## src/rtl/mips_lite_pkg.sv

```systemverilog
// Shared MIPS-lite definitions: divider FSM states, HI/LO read-select codes
// and the funct codes the ALU control decodes into Divu/sel.
package mips_lite_pkg;

    typedef enum logic [1:0] {
        ST_IDLE = 2'b00,
        ST_RUN  = 2'b01,
        ST_DONE = 2'b10
    } divu_state_t;

    // Must track the ALU control's sel encoding for mfhi/mflo.
    localparam logic [1:0] SEL_NONE = 2'b00;
    localparam logic [1:0] SEL_HI   = 2'b01;
    localparam logic [1:0] SEL_LO   = 2'b10;

    localparam logic [5:0] F_divu = 6'b011011;
    localparam logic [5:0] F_mfhi = 6'b010000;
    localparam logic [5:0] F_mflo = 6'b010010;

    function automatic logic sel_is_read(input logic [1:0] sel);
        return (sel == SEL_HI) || (sel == SEL_LO);
    endfunction

endpackage

```

## src/rtl/divu_seq_if.sv

```systemverilog
// Issue/readback bundle between EX (ALU control) and the divide sequencer.
interface divu_seq_if #(
    parameter int WIDTH = 32
);
    logic             start;
    logic [WIDTH-1:0] dividend;
    logic [WIDTH-1:0] divisor;
    logic [1:0]       sel;
    logic             busy;
    logic             stall;
    logic             done;
    logic             div0;
    logic [WIDTH-1:0] hi;
    logic [WIDTH-1:0] lo;
    logic [WIDTH-1:0] result;

    modport master (
        output start, dividend, divisor, sel,
        input  busy, stall, done, div0, hi, lo, result
    );

    modport slave (
        input  start, dividend, divisor, sel,
        output busy, stall, done, div0, hi, lo, result
    );
endinterface

```

## src/rtl/divu_step.sv

```systemverilog
// One restoring-division step: shift {acc, q} left, subtract divisor if it fits.
module divu_step #(
    parameter int WIDTH = 32
) (
    input  logic [WIDTH-1:0] acc,
    input  logic [WIDTH-1:0] q,
    input  logic [WIDTH-1:0] divisor,
    output logic [WIDTH-1:0] acc_next,
    output logic [WIDTH-1:0] q_next
);
    logic [WIDTH:0]   shifted;
    logic [WIDTH:0]   diff;
    logic [WIDTH-1:0] q_shifted;
    logic             fits;

    // acc < divisor on entry, so the WIDTH+1-bit difference always fits in WIDTH bits.
    always_comb begin
        shifted   = {acc, q[WIDTH-1]};
        q_shifted = {q[WIDTH-2:0], 1'b0};
        fits      = (shifted >= {1'b0, divisor});
        diff      = shifted - {1'b0, divisor};
        if (fits) begin
            acc_next = diff[WIDTH-1:0];
            q_next   = q_shifted | {{(WIDTH-1){1'b0}}, 1'b1};
        end else begin
            acc_next = shifted[WIDTH-1:0];
            q_next   = q_shifted;
        end
    end
endmodule

```

## src/rtl/divu_seq.sv

```systemverilog
// Multi-cycle unsigned divide sequencer writing HI/LO, with mfhi/mflo stall.
// Optional DIVU_EARLY_OUT_EN: dividend < divisor (divisor != 0) completes at accept.
//
// state   | meaning
// --------+-----------------------------------------------
// ST_IDLE | waiting for start; HI/LO hold last result
// ST_RUN  | one restoring step per cycle, count down to 0
// ST_DONE | HI/LO just written, done pulse, back to IDLE
module divu_seq
    import mips_lite_pkg::*;
#(
    parameter int WIDTH = 32
) (
    input  logic        clk,
    input  logic        rst,
    divu_seq_if.slave   bus
);
    localparam int CW = (WIDTH > 1) ? $clog2(WIDTH) : 1;

    divu_state_t      state;
    logic [CW-1:0]    count;
    logic [WIDTH-1:0] acc;
    logic [WIDTH-1:0] q;
    logic [WIDTH-1:0] dvsr;
    logic [WIDTH-1:0] hi_r;
    logic [WIDTH-1:0] lo_r;
    logic             div0_r;
    logic [WIDTH-1:0] acc_n;
    logic [WIDTH-1:0] q_n;
    logic [WIDTH-1:0] result_c;

    divu_step #(.WIDTH(WIDTH)) u_step (
        .acc      (acc),
        .q        (q),
        .divisor  (dvsr),
        .acc_next (acc_n),
        .q_next   (q_n)
    );

    always_ff @(posedge clk or posedge rst) begin
        if (rst) begin
            state  <= ST_IDLE;
            count  <= '0;
            acc    <= '0;
            q      <= '0;
            dvsr   <= '0;
            hi_r   <= '0;
            lo_r   <= '0;
            div0_r <= 1'b0;
        end else begin
            case (state)
                ST_IDLE: begin
                    if (bus.start) begin
                        div0_r <= (bus.divisor == '0);
                        dvsr   <= bus.divisor;
                        acc    <= '0;
                        q      <= bus.dividend;
                        count  <= CW'(WIDTH - 1);
`ifdef DIVU_EARLY_OUT_EN
                        if ((bus.divisor != '0) && (bus.dividend < bus.divisor)) begin
                            hi_r  <= bus.dividend;
                            lo_r  <= '0;
                            state <= ST_DONE;
                        end else begin
                            state <= ST_RUN;
                        end
`else
                        state  <= ST_RUN;
`endif
                    end
                end
                ST_RUN: begin
                    acc <= acc_n;
                    q   <= q_n;
                    if (count == '0) begin
                        hi_r  <= acc_n;
                        lo_r  <= q_n;
                        state <= ST_DONE;
                    end else begin
                        count <= count - CW'(1);
                    end
                end
                ST_DONE: state <= ST_IDLE;
                default: state <= ST_IDLE;
            endcase
        end
    end

    // HI/LO are already valid in DONE, so only RUN or a same-cycle issue blocks a read.
    always_comb begin
        result_c = '0;
        if (bus.sel == SEL_HI)
            result_c = hi_r;
        else if (bus.sel == SEL_LO)
            result_c = lo_r;
    end

    assign bus.busy   = (state == ST_RUN);
    assign bus.done   = (state == ST_DONE);
    assign bus.div0   = div0_r;
    assign bus.hi     = hi_r;
    assign bus.lo     = lo_r;
    assign bus.result = result_c;
    assign bus.stall  = sel_is_read(bus.sel) &&
                        ((state == ST_RUN) || ((state == ST_IDLE) && bus.start));
endmodule
```

## src/flat_wrapper.sv

```systemverilog
// flat-port wrapper written by rule: the top's interface ports become plain ports
module divu_seq_flat import mips_lite_pkg::*;
#(
    parameter int WIDTH = 32
)
  (clk, rst, bus_start, bus_dividend, bus_divisor, bus_sel, bus_busy, bus_stall, bus_done, bus_div0, bus_hi, bus_lo, bus_result);
  divu_seq_if #(.WIDTH(WIDTH)) bus_i ();
  input  logic clk;
  input  logic rst;
  input wire logic [$bits(bus_i.start)-1:0] bus_start;
  input wire logic [$bits(bus_i.dividend)-1:0] bus_dividend;
  input wire logic [$bits(bus_i.divisor)-1:0] bus_divisor;
  input wire logic [$bits(bus_i.sel)-1:0] bus_sel;
  output wire logic [$bits(bus_i.busy)-1:0] bus_busy;
  output wire logic [$bits(bus_i.stall)-1:0] bus_stall;
  output wire logic [$bits(bus_i.done)-1:0] bus_done;
  output wire logic [$bits(bus_i.div0)-1:0] bus_div0;
  output wire logic [$bits(bus_i.hi)-1:0] bus_hi;
  output wire logic [$bits(bus_i.lo)-1:0] bus_lo;
  output wire logic [$bits(bus_i.result)-1:0] bus_result;
  assign bus_i.start = bus_start;
  assign bus_i.dividend = bus_dividend;
  assign bus_i.divisor = bus_divisor;
  assign bus_i.sel = bus_sel;
  assign bus_busy = bus_i.busy;
  assign bus_stall = bus_i.stall;
  assign bus_done = bus_i.done;
  assign bus_div0 = bus_i.div0;
  assign bus_hi = bus_i.hi;
  assign bus_lo = bus_i.lo;
  assign bus_result = bus_i.result;
  divu_seq #(.WIDTH(WIDTH)) u_core (.clk(clk), .rst(rst), .bus(bus_i));
endmodule
```

## config.mk

```make
export PLATFORM = sky130hd
export DESIGN_NAME = divu_seq_flat
export DESIGN_NICKNAME = d
export VERILOG_FILES = /design/src/rtl/mips_lite_pkg.sv /design/src/rtl/divu_seq_if.sv /design/src/rtl/divu_step.sv /design/src/rtl/divu_seq.sv /design/src/flat_wrapper.sv
export SDC_FILE = /design/constraint.sdc
export NUM_CORES = 1
export LEC_CHECK = 0
export BUFFER_PORTS_ARGS = -buffer_cell sky130_fd_sc_hd__buf_2
export CAP_MARGIN = 40
export CORE_ASPECT_RATIO = 1.4
export CORE_MARGIN = 8
export CORE_UTILIZATION = 35
export CTS_CLUSTER_SIZE = 16
export DETAILED_ROUTE_END_ITERATION = 10
export GPL_TIMING_DRIVEN = 0
export PLACE_DENSITY = 0.64
export SETUP_SLACK_MARGIN = 0.2
export SYNTH_ARGS = -nofsm -noshare
export SYNTH_HDL_FRONTEND = slang
export SYNTH_SLANG_ARGS = --single-unit
```

## constraint.sdc

```tcl
create_clock -name clk -period 6.7 [get_ports clk]
set_input_delay 1.005 -clock clk [delete_from_list [all_inputs] [get_ports clk]]
set_output_delay 1.005 -clock clk [all_outputs]
set_load 0.01 [all_outputs]
```

==> Word level (Yosys, flattened, before mapping) <==
Index checks and enable logic that the tools add are counted.
{ "totals": {"reg_bits": 168, "in_bits": 69, "out_inout_bits": 100, "word_cells": 45} }
{ "classes": {"magnitude_cmp": 1, "n_addsub": 2, "reduce_logical": 13, "n_mux": 14, "eq_ne": 7} }
{ "op_table": {"columns": ["operator", "n"], "rows": [
  ["32-bit two-way mux", 5],
  ["32-bit one-hot mux with 2 select lines", 2],
  ["33-bit by 32-bit >= comparator with 1-bit output", 1],
  ["32-bit zero test", 1],
  ["32-bit subtractor", 1],
  ["5-bit two-way mux", 2],
  ["5-bit one-hot mux with 2 select lines", 1],
  ["2-bit AND reduction", 4],
  ["5-bit zero test", 1],
  ["5-bit by 1-bit subtractor with 5-bit output, second input constant", 1],
  ["2-bit by 1-bit equality test with 1-bit output, second input constant", 2],
  ["2-bit equality test, second input constant", 2],
  ["2-bit two-way mux", 2],
  ["2-bit != test, second input constant", 2],
  ["2-bit one-hot mux with 2 select lines", 1],
  ["3-bit AND reduction", 1],
  ["1-bit logical AND", 2],
  ["2-bit zero test", 1],
  ["1-bit logical OR", 2],
  ["2-bit by 1-bit != test with 1-bit output, second input constant", 1],
  ["2-bit nonzero test", 1],
  ["1-bit two-way mux", 1]
]} }

==> Logic depth before layout (Yosys ltp) <==
Gate-level depths: netlist of the first run.
{ "logic_depth": {"ltp_word": 4, "mapped_depth": 13, "mapped_depth_nobuf": 13} }

==> Modules after synthesis <==
Synthesis of the first run repeated with hierarchy kept, for this count alone.
{ "hier_totals": {"hier_cells": 929, "area_unflattened_um2": 9699.3} }
{ "by_module_without_submodules": {"columns": ["module", "n_inst", "area_per_inst_um2", "cells_per_inst", "seq_area_each_um2"], "rows": [
  ["divu_seq", 1, 7128.1, 574, 4204.0],
  ["divu_step", 1, 2571.2, 355, 0.0]
]} }

==> Worst setup path after synthesis of the first run <==
Ideal clock, no wire load.
{ "synth_path": {"path_type": "input to output", "start": "input bus_sel[1]", "end": "output bus_result[0]", "n_path_buf": 2, "stages": 6, "arrival_ns": 1.878, "required_time_ns": 5.695, "slack_ns": 3.817, "path_cell_list": "inv_1 > ha_1 > clkbuf_1 > clkbuf_1 > nand2_1 > o21ai_0"} }
{ "synth_via": {"elab_chain_cells": 3, "elab_cells_between_ends": 4, "classes_between": "eq/ne (2); mux (2)"} }
{ "synth_lines": {"columns": ["element", "line", "rtl"], "rows": [
  ["start, declared", "flat_wrapper.sv:13", "input wire logic [$bits(bus_i.sel)-1:0] bus_sel;"],
  ["2-bit equality test", "divu_seq.sv:94", "else if (bus.sel == SEL_LO)"],
  ["32-bit two-way mux", "divu_seq.sv:94", null],
  ["32-bit two-way mux *", "divu_seq.sv:92", "if (bus.sel == SEL_HI)"],
  ["end, declared", "flat_wrapper.sv:20", "output wire logic [$bits(bus_i.result)-1:0] bus_result;"]
]} }
Mark *: on every way between the ends. The rest lies on a longest branch, timed or not.

==> Worst setup path after layout of the first run <==
{ "layout_path": {"start": "input bus_sel[1]", "end": "output bus_result[11]"} }
The elaborated chain is that of the path after synthesis.

==> impl_metrics.py, run 1 <==
metrics = {
    "logic_synthesis": {
        "ys_types": 62,
        "synth_area_um2": 9314,
        "synthArstFlopShare": 1.000,
        "yosysMostFrequentCell": "nand2_1",
        "avgSynthCellArea_um2": 8.608,
        "synthTopCellsByCount": "nand2_1 (279), dfrtp_1 (168), o21ai_0 (117), a21oi_1 (62), clkbuf_1 (50)",
        "synth_largest_area_cell": "dfrtp_1",
        "ys_dominant_reg_cell": "dfrtp_1",
        "synth_enable_flop_cells": 0,
        "synthCells": 1082,
        "post-synth-top-area-fraction": 0.4514,
        "synth_nets": 1188,
        "synthTopCellsByArea": "dfrtp_1 (45%), nand2_1 (11%), o21ai_0 (6.3%), ha_1 (4.8%), a21oi_1 (3.3%)",
        "yosysWarnings": 0,
        "synth_seq_area_share": 0.4514,
        "ys_ff_latch": 168,
    },
    "sta": {
        "finalCritPeriodShare": 0.5737,
        "slew_headroom": 0.5321,
        "setup_violations": 0,
        "fin_crit_ns": 3.844,
        "worst_pin_slew_ns": 0.7018,
        "skew_ns": 0.01166,
        "slew_violations": 0,
        "max_freq_ghz": 0.2601,
        "hold_viol": 0,
        "setup_tns_ns": 0,
        "grt_setup_unrepaired": "no",
    },
    "grt": {
        "grt_pass1_vias": 8691,
        "grt_usage": 0.1887,
        "grt_pass1_wl_mm": 47.75,
        "grt_overflow": 0,
        "grt_max_degree": 99,
        "antenna_found_initial": 0,
    },
    "route": {
        "final_antenna_net_count": 0,
        "wl_per_cell_um": 18.71,
        "drt-vias-per-instance": 5.199,
        "num_vias": 8354,
        "drc": 0,
        "dr.pass1.iters": 5,
        "drt_iter0_drc": 487,
        "totalWireLength_mm": 30.07,
    },
    "placed_design": {
        "gp_congestion": 0.8746,
        "dpl.hpwl_mm": 23.90,
        "io_buffer_count": 168,
    },
    "die": {
        "core_area_um2": 26190,
        "boundaryPins": 169,
        "core.rowCount": 70,
        "die-area_um2": 32160,
        "fp.dieH_um": 209.0,
        "die_w_um": 153.9,
        "initial_utilization": 0.3557,
    },
    "final_layout": {
        "final_util": 0.4264,
        "nets": 1376,
        "layout-drive-gt1-share": 0.1730,
        "syn_to_final_growth_pct": 19.88,
        "insertedDiodeCount": 0,
        "fill_cells": 2595,
    },
    "worst_hold_path": {
        "hold-path-cell-count": 2,
        "hold_class": "reg2reg",
    },
    "cts": {
        "ctsResizeCount": 0,
        "cts_tree": "built",
        "cts_made_buffers": 17,
        "cts_buffer_depth": 2,
        "numClockSinks": 168,
        "ctsHoldBuffers": 0,
        "clkLatencyLatePin_ns": 0.44,
        "clk_pin_slew_worst_paths_ns": 0.07,
        "post_cts.repair.setup_buffers": 0,
        "htreeDepth": 4,
        "root_buffer": "clkbuf_16",
    },
    "power": {
        "peakVddDrop_v": 0.0002143,
        "power.leakage_nw": 5.394,
        "pwr_density_cell_nw_per_um2": 628.2,
        "power_mw": 7.014,
    },
    "critical_path": {
        "crit_path_start_kind": "primary input",
        "crit_required_ns": 5.69,
        "crit_path_end_kind": "primary output",
        "cp_max_fo": 10,
        "critical_path_class": "in2out",
        "rr_worst_depth": 13,
        "cp.arrival_ns": 2.84,
        "rrSetupSlack_ns": 3.20,
    },
    "job": {
        "maxCapViolCount": 0,
    },
    "run_status": {
        "outcome": "complete, no violations",
    },
}
layout by cell type, fill, tap and decap left out, drive strengths merged, types with 6 or more instances in the layout:
cell type,n
nor4,10
xnor2,17
clkbuf,69
a31oi,6
xor2,12
nand4,9
o21a,6
buf,180
a21o,13
nor2b,34
a22oi,27
o21ai,159
a21oi,63
nand2,279
dfrtp,168
inv,54
a22o,6
mux2i,24
nor2,23
nand2b,6
o21bai,6
mux2,7
ha,36
power by group:
group          internal (mW)  switching [mW]
Sequential              1.53           0.399
Clock                  0.524           0.448
Combinational           1.73            2.39
metal layers:
| layer | track usage | wire length (um) | vias up |
|---|---|---|---|
| li1 | - | - | 4105 |
| met1 | 0.2125 | 12340 | 3987 |
| met2 | 0.3423 | 15720 | 207 |
| met3 | 0.03408 | 1028 | 55 |
| met4 | 0.08099 | 990 | 0 |
| met5 | 0 | 0 | - |
kinds of logic after synthesis:
logic type | Yosys count | synth area share
mux | 31 | 0.03426
flops | 168 | 0.4514
buf+inv | 109 | 0.04957
compound gates | 315 | 0.2029
fa+ha+maj | 37 | 0.05051
simple gates | 393 | 0.1842
xor+xnor | 29 | 0.02727
final timing paths:
path	start	to
min in group asynchronous	rst	u_core.bus.lo[8]
max reg2reg	u_core.q[31]	u_core.acc[26]
max	bus_sel[1]	bus_result[11]
min reg2reg	u_core.bus.div0	u_core.bus.div0
min	u_core.bus.div0	u_core.bus.div0
max in group asynchronous	rst	u_core.acc[26]
state kept, by name (all words and copies together), names as in the netlist:
signal / count
u_core.count: 5
u_core.bus.lo: 32
u_core.bus.hi: 32
u_core.q: 32
u_core.bus.div0: 1
u_core.acc: 32
u_core.dvsr: 32
u_core.state: 2
critical path: stages:
cell and delay [ns]:
buf_2 0.11, inv_1 0.04, ha_1 0.12, clkbuf_1 0.43, clkbuf_1 0.59, nand2_1 0.16
o21ai_0 0.17, buf_2 0.20
area by class of cell:
cell class	count	area (um2)	share of cell area
multi-input cells	805	4648	0.4163
flip-flops and latches	168	4204	0.3765
repair buffers	169	868.3	0.07777
clock buffers	19	432.9	0.03877
well taps	324	405.4	0.03631
plain buffers	61	281.5	0.02521
inverters	48	187.7	0.01681
clock inverters	13	137.6	0.01233
per-stage QoR:
step                instances  hold slack, ns  setup WS, ns  cell area (um2)
floorplan                1082          0.4523         1.148             9314
global placement         1574          0.4585       -0.9238            10560
detailed placement       1575          0.4686         2.899            10600
CTS                      1607          0.4848         2.888            11170
global route             1607          0.5375         2.784            11170
finish                   1607          0.4766         2.856            11170
Note: power is estimated with default switching activity, not from simulation.
==> run 2: changes to the inputs <==
--- a/config.mk
+++ b/config.mk
@@ -5,6 +5,7 @@
 export SDC_FILE = /design/constraint.sdc
 export NUM_CORES = 1
 export LEC_CHECK = 0
+export ABC_AREA = 1
 export BUFFER_PORTS_ARGS = -buffer_cell sky130_fd_sc_hd__buf_2
 export CAP_MARGIN = 40
 export CORE_ASPECT_RATIO = 1.4
==> constraint.sdc (replaced) <==
create_clock -name clk -period 3.7 [get_ports clk]
set_input_delay 0.555 -clock clk [delete_from_list [all_inputs] [get_ports clk]]
set_output_delay 0.555 -clock clk [all_outputs]
set_load 0.01 [all_outputs]
==> run 2 against run 1 <==
Critical path depth fell by 1. Via count rose by 19%. Clock skew fell by 0.00086 ns. Largest power group unchanged.
==> impl_metrics.py, run 2 <==
metrics = {
    "cts": {
        "cts_buffer_depth": 2,
        "post_cts.repair.setup_buffers": 0,
        "root_buffer": "clkbuf_16",
        "htreeDepth": 4,
        "cts_tree": "built",
        "numClockSinks": 168,
        "cts_made_buffers": 17,
        "clkLatencyLatePin_ns": 0.46,
        "clk_pin_slew_worst_paths_ns": 0.07,
        "ctsResizeCount": 0,
        "ctsHoldBuffers": 0,
    },
    "final_layout": {
        "nets": 1801,
        "multi_input_area_um2": 4943,
        "fin_cells": 2088,
        "final_util": 0.4224,
        "syn_to_final_growth_pct": 19.09,
        "layout-drive-gt1-share": 0.1546,
        "fill_cells": 3049,
        "final_common_cell": "nand2_1",
        "seq_area_um2": 4204,
        "final_cell_mix": "nand2_1 (553), inv_1 (227), buf_2 (180)",
        "insertedDiodeCount": 0,
    },
    "logic_synthesis": {
        "synthTopCellsByArea": "dfrtp_1 (41%), nand2_1 (20%), inv_1 (8.3%), nand3_1 (5.6%), o21ai_0 (5.6%)",
        "synth_enable_flop_cells": 0,
        "synth_nets": 1609,
        "yosysMostFrequentCell": "nand2_1",
        "synthArstFlopShare": 1.000,
        "avgSynthCellArea_um2": 6.860,
        "ys_dominant_reg_cell": "dfrtp_1",
        "synth_largest_area_cell": "dfrtp_1",
        "post-synth-top-area-fraction": 0.4077,
        "ys_types": 40,
        "synthCells": 1503,
        "synth_seq_area_share": 0.4077,
        "ys_ff_latch": 168,
        "synth_area_um2": 10310,
        "yosysWarnings": 0,
        "synthTopCellsByCount": "nand2_1 (553), inv_1 (228), dfrtp_1 (168), nand3_1 (116), o21ai_0 (116)",
    },
    "grt": {
        "use_met2": 0.3593,
        "grt_usage": 0.1939,
        "grt_max_degree": 40,
        "grt.met3_usage": 0.03525,
        "grt.busiest_layer": "met2",
        "grt_pass1_vias": 10120,
        "antenna_found_initial": 0,
        "gr-usage-met1": 0.2111,
        "grt_overflow": 0,
        "grt_pass1_wl_mm": 53.72,
    },
    "die": {
        "fp.dieH_um": 219.1,
        "die_w_um": 161.1,
        "boundaryPins": 169,
        "core.rowCount": 74,
        "core_area_um2": 29070,
        "die-area_um2": 35290,
        "initial_utilization": 0.3547,
    },
    "route": {
        "totalWireLength_mm": 33.75,
        "wl_per_cell_um": 16.16,
        "num_vias": 9973,
        "drt_iter0_drc": 661,
        "final_antenna_net_count": 0,
        "drc": 0,
        "dr.pass1.iters": 5,
        "drt-vias-per-instance": 4.776,
    },
    "sta": {
        "hold_viol": 0,
        "grt_setup_unrepaired": "no",
        "skew_ns": 0.01079,
        "fin_crit_ns": 3.185,
        "worst_slack_ns": 0.5147,
        "finalCritPeriodShare": 0.8609,
        "hold-worst-slack_ns": 0.2337,
        "slew_violations": 0,
        "slew_headroom": 0.4794,
        "setup_violations": 0,
        "max_freq_ghz": 0.3139,
        "worst_pin_slew_ns": 0.7792,
    },
    "power": {
        "power.leakage_nw": 6.873,
        "peakVddDrop_v": 0.0003654,
        "pwr_density_cell_nw_per_um2": 1073,
    },
    "critical_path": {
        "crit_path_end_kind": "primary output",
        "path_delay_family": "simple AND/OR/NAND/NOR gates",
        "path_buf_inv": 4,
        "crit_required_ns": 3.14,
        "cp_slowest_cell": "nor2_2",
        "max_stage_delay_ns": 0.43,
        "crit_chain": "nor2_2 -> inv_1 -> nand2_2 -> inv_2 -> clkbuf_1 -> nor2_1 -> buf_2",
        "critical_path_class": "reg2out",
        "cp.arrival_ns": 2.63,
        "crit_path_start_kind": "flop",
        "cp_max_fo": 10,
    },
    "placed_design": {
        "io_buffer_count": 168,
        "placed_cells": 2056,
        "dp_slack_ns": 0.7196,
        "gp_congestion": 0.9027,
        "dpl.hpwl_mm": 28.06,
    },
    "run_status": {
        "outcome": "complete, no violations",
    },
    "job": {
        "maxCapViolCount": 0,
    },
    "worst_hold_path": {
        "hold_class": "in2async",
    },
}
run 2: changes by cell type in the layout (fill, tap and decap cells not counted), sizes merged, moves of 24 or more:
cell and change:
o21ai -24, inv +192, a22oi -27, nand2 +286, nor2b -34, nor2 +35, nand3 +112, mux2i -24
run 2: worst register-to-register path: cells and delay by family, from the launching register on:
family | cells | cell delay, ns
adder cells (fa/ha/maj) | 1 | 0.39
buffers and inverters | 1 | 0.09
flip-flops | 1 | 0.42
AND/OR/NAND/NOR | 9 | 1.55
run 2: worst paths after layout:
kind | from | end | slack [ns] | depth (start not counted)
max | u_core.state[1] | bus_stall | 0.51 | 7
min | rst | u_core.bus.lo[5] | 0.23 | 2
max reg2reg | u_core.acc[25] | u_core.bus.hi[27] | 1.14 | 11
min reg2reg | u_core.dvsr[20] | u_core.dvsr[20] | 0.49 | 2
max in group asynchronous | rst | u_core.dvsr[24] | 2.58 | 4
min in group clk | bus_dividend[14] | u_core.q[14] | 0.36 | 3
run 2: kinds of logic after synthesis:
logic type | after synthesis | synth area share
buffers and inverters | 300 | 0.1128
AO/OA/AOI/OAI | 202 | 0.1012
adder cells (fa/ha/maj) | 37 | 0.04563
flip-flops | 168 | 0.4077
AND/OR/NAND/NOR | 782 | 0.3207
XOR/XNOR | 14 | 0.01189
run 2: final cells by class:
type,instances,share of cell area
clock buffers,18,0.03577
multi-input cells,1035,0.4026
repair buffers,173,0.07591
inverters,242,0.07428
flip-flops and latches,168,0.3424
well taps,380,0.03872
plain buffers,58,0.02079
clock inverters,14,0.009578
run 2: routing by layer:
layer | vias up | routed length (um)
li1 | 5053 | -
met5 | - | 0
met3 | 58 | 1517
met2 | 255 | 17580
met1 | 4607 | 13420
met4 | 0 | 1231
run 2: report_power, final:
group / switching (mW) / internal, mW
Clock: 0.833 / 0.892
Combinational: 5.31 / 2.74
Sequential: 0.636 / 2.77
Total: 6.78 / 6.40
run 2: per-stage QoR:
step                      power [mW]  cell area, um2  TNS (ns)
after floorplan                9.047           10310         0
after global placement         11.28           11630    -14.63
after detailed placement       11.46           11720         0
after CTS                      13.22           12280         0
after global routing           14.57           12280         0
final                          13.18           12280         0
==> run 3: changes to the inputs <==
--- a/config.mk
+++ b/config.mk
@@ -15,6 +15,7 @@
 export DETAILED_ROUTE_END_ITERATION = 10
 export GPL_TIMING_DRIVEN = 0
 export PLACE_DENSITY = 0.64
+export RECOVER_POWER = 25
 export SETUP_SLACK_MARGIN = 0.2
 export SYNTH_ARGS = -nofsm -noshare
 export SYNTH_HDL_FRONTEND = slang
==> run 3 against run 2 <==
Highest routed layer unchanged. Sequential power about the same. Combinational power about the same. Utilization decreased by 0.065 points. Worst hold slack improved by 0.12 ns. Via count about the same. Largest cell class unchanged. The run now ends with capacitance limit, slew limit left.
==> impl_metrics.py, run 3 (synthesis gave the netlist of run 2 again) <==
metrics = {
    "job": {
        "maxCapViolCount": 2,
    },
    "critical_path": {
        "cp_max_fo": 10,
        "rr_worst_depth": 11,
        "r2r_end": "u_core.bus.hi[27]",
        "crit_path_start_kind": "flop",
        "r2r-start": "u_core.acc[25]",
        "crit_path_end_kind": "primary output",
        "critical_path_class": "reg2out",
        "crit_required_ns": 3.14,
        "rrSetupSlack_ns": 1.13,
        "cp.arrival_ns": 2.63,
    },
    "route": {
        "totalWireLength_mm": 33.72,
        "final_antenna_net_count": 0,
        "drt_iter0_drc": 660,
        "wl_per_cell_um": 16.15,
        "dr.pass1.iters": 5,
        "num_vias": 9970,
        "drt-vias-per-instance": 4.775,
        "drc": 0,
    },
    "final_layout": {
        "fin_cells": 2088,
        "fill_cells": 3050,
        "final_common_cell": "nand2_1",
        "final_cell_mix": "nand2_1 (553), inv_1 (227), buf_2 (180)",
        "nets": 1801,
        "multi_input_area_um2": 4943,
        "seq_area_um2": 4204,
        "layout-drive-gt1-share": 0.1540,
        "insertedDiodeCount": 0,
        "syn_to_final_growth_pct": 18.91,
    },
    "sta": {
        "max_freq_ghz": 0.3135,
        "fin_crit_ns": 3.190,
        "setup_violations": 0,
        "finalCritPeriodShare": 0.8621,
        "skew_ns": 0.01084,
        "worst_pin_slew_ns": 1.552,
        "hold_viol": 0,
        "slew_headroom": -0.03481,
        "grt_setup_unrepaired": "no",
        "hold-worst-slack_ns": 0.3552,
        "slew_violations": 59,
    },
    "cts": {
        "cts_made_buffers": 17,
        "clk_pin_slew_worst_paths_ns": 0.07,
        "ctsResizeCount": 0,
        "root_buffer": "clkbuf_16",
        "ctsHoldBuffers": 0,
        "clkLatencyLatePin_ns": 0.46,
        "numClockSinks": 168,
        "post_cts.repair.setup_buffers": 0,
        "cts_tree": "built",
        "cts_buffer_depth": 2,
        "htreeDepth": 4,
    },
    "run_status": {
        "outcome": "finished, violations left",
        "failed_checks": "capacitance limit, slew limit",
    },
    "grt": {
        "grt_max_degree": 40,
        "grt_usage": 0.1939,
        "grt_pass1_vias": 10120,
        "antenna_found_initial": 0,
        "grt_pass1_wl_mm": 53.72,
        "grt_overflow": 0,
    },
    "worst_hold_path": {
        "hp-start": "bus_dividend[14]",
        "hold_class": "in2reg",
        "min_to": "u_core.q[14]",
        "hold-path-cell-count": 3,
    },
    "die": {
        "core.rowCount": 74,
        "die-area_um2": 35290,
        "initial_utilization": 0.3547,
        "boundaryPins": 169,
        "die_w_um": 161.1,
        "core_area_um2": 29070,
        "fp.dieH_um": 219.1,
    },
    "placed_design": {
        "placed_cells": 2056,
        "io_buffer_count": 168,
        "dpl.hpwl_mm": 28.06,
        "gp_congestion": 0.9027,
    },
    "power": {
        "pwr_density_cell_nw_per_um2": 1075,
        "peakVddDrop_v": 0.0003661,
        "power.leakage_nw": 6.864,
    },
}
-- run 3: routing by layer --
layer	vias up	GRT usage	routed length (um)
met1	4609	0.2111	13380
li1	5052	-	-
met3	60	0.03525	1536
met2	249	0.3593	17570
met5	-	0	0
met4	0	0.08756	1242
-- run 3: power by group --
| group | switching [mW] | total, mW | internal (mW) |
|---|---|---|---|
| Clock | 0.834 | 1.73 | 0.891 |
| Combinational | 5.31 | 8.05 | 2.74 |
| Sequential | 0.636 | 3.40 | 2.77 |
| Total | 6.78 | 13.2 | 6.40 |
-- run 3: how the worst max path moves through the flow --
stage                    startpoint              end  depth (start not counted)
detailed placement        bus_start        bus_stall                          7
finish              u_core.state[1]        bus_stall                          7
CTS                 u_core.state[1]        bus_stall                          7
global placement                rst  u_core.bus.div0                          2
floorplan                       rst    u_core.acc[0]                          1
global route        u_core.state[1]        bus_stall                          7
-- run 3: per-stage QoR --
stage | power [mW] | setup WS [ns] | instance area (um2) | util | setup TNS (ns)
floorplan | 9.047 | 1.004 | 10310 | - | 0
global placement | 11.28 | -0.1083 | 11630 | 0.4001 | -14.63
detailed placement | 11.46 | 0.7196 | 11720 | 0.4032 | 0
CTS | 13.22 | 0.4464 | 12280 | 0.4224 | 0
global route | 14.57 | 0.3910 | 12260 | 0.4217 | 0
finish | 13.18 | 0.5102 | 12260 | 0.4217 | 0
-- run 3: cell type report --
type	count	area share
Multi-Input combinational cell	1035	0.4032
Timing Repair Buffer	173	0.07470
Clock inverter	14	0.009593
Inverter	242	0.07419
Tap cell	380	0.03878
Sequential cell	168	0.3429
Buffer	58	0.02082
Clock buffer	18	0.03582
-- run 3: critical path, cell delays in order, from the launching register on --
cell and delay (ns):
dfrtp_1 0.39, nor2_2 0.43, inv_1 0.18, nand2_2 0.26, inv_2 0.20, clkbuf_1 0.28, nor2_1 0.26, buf_2 0.18
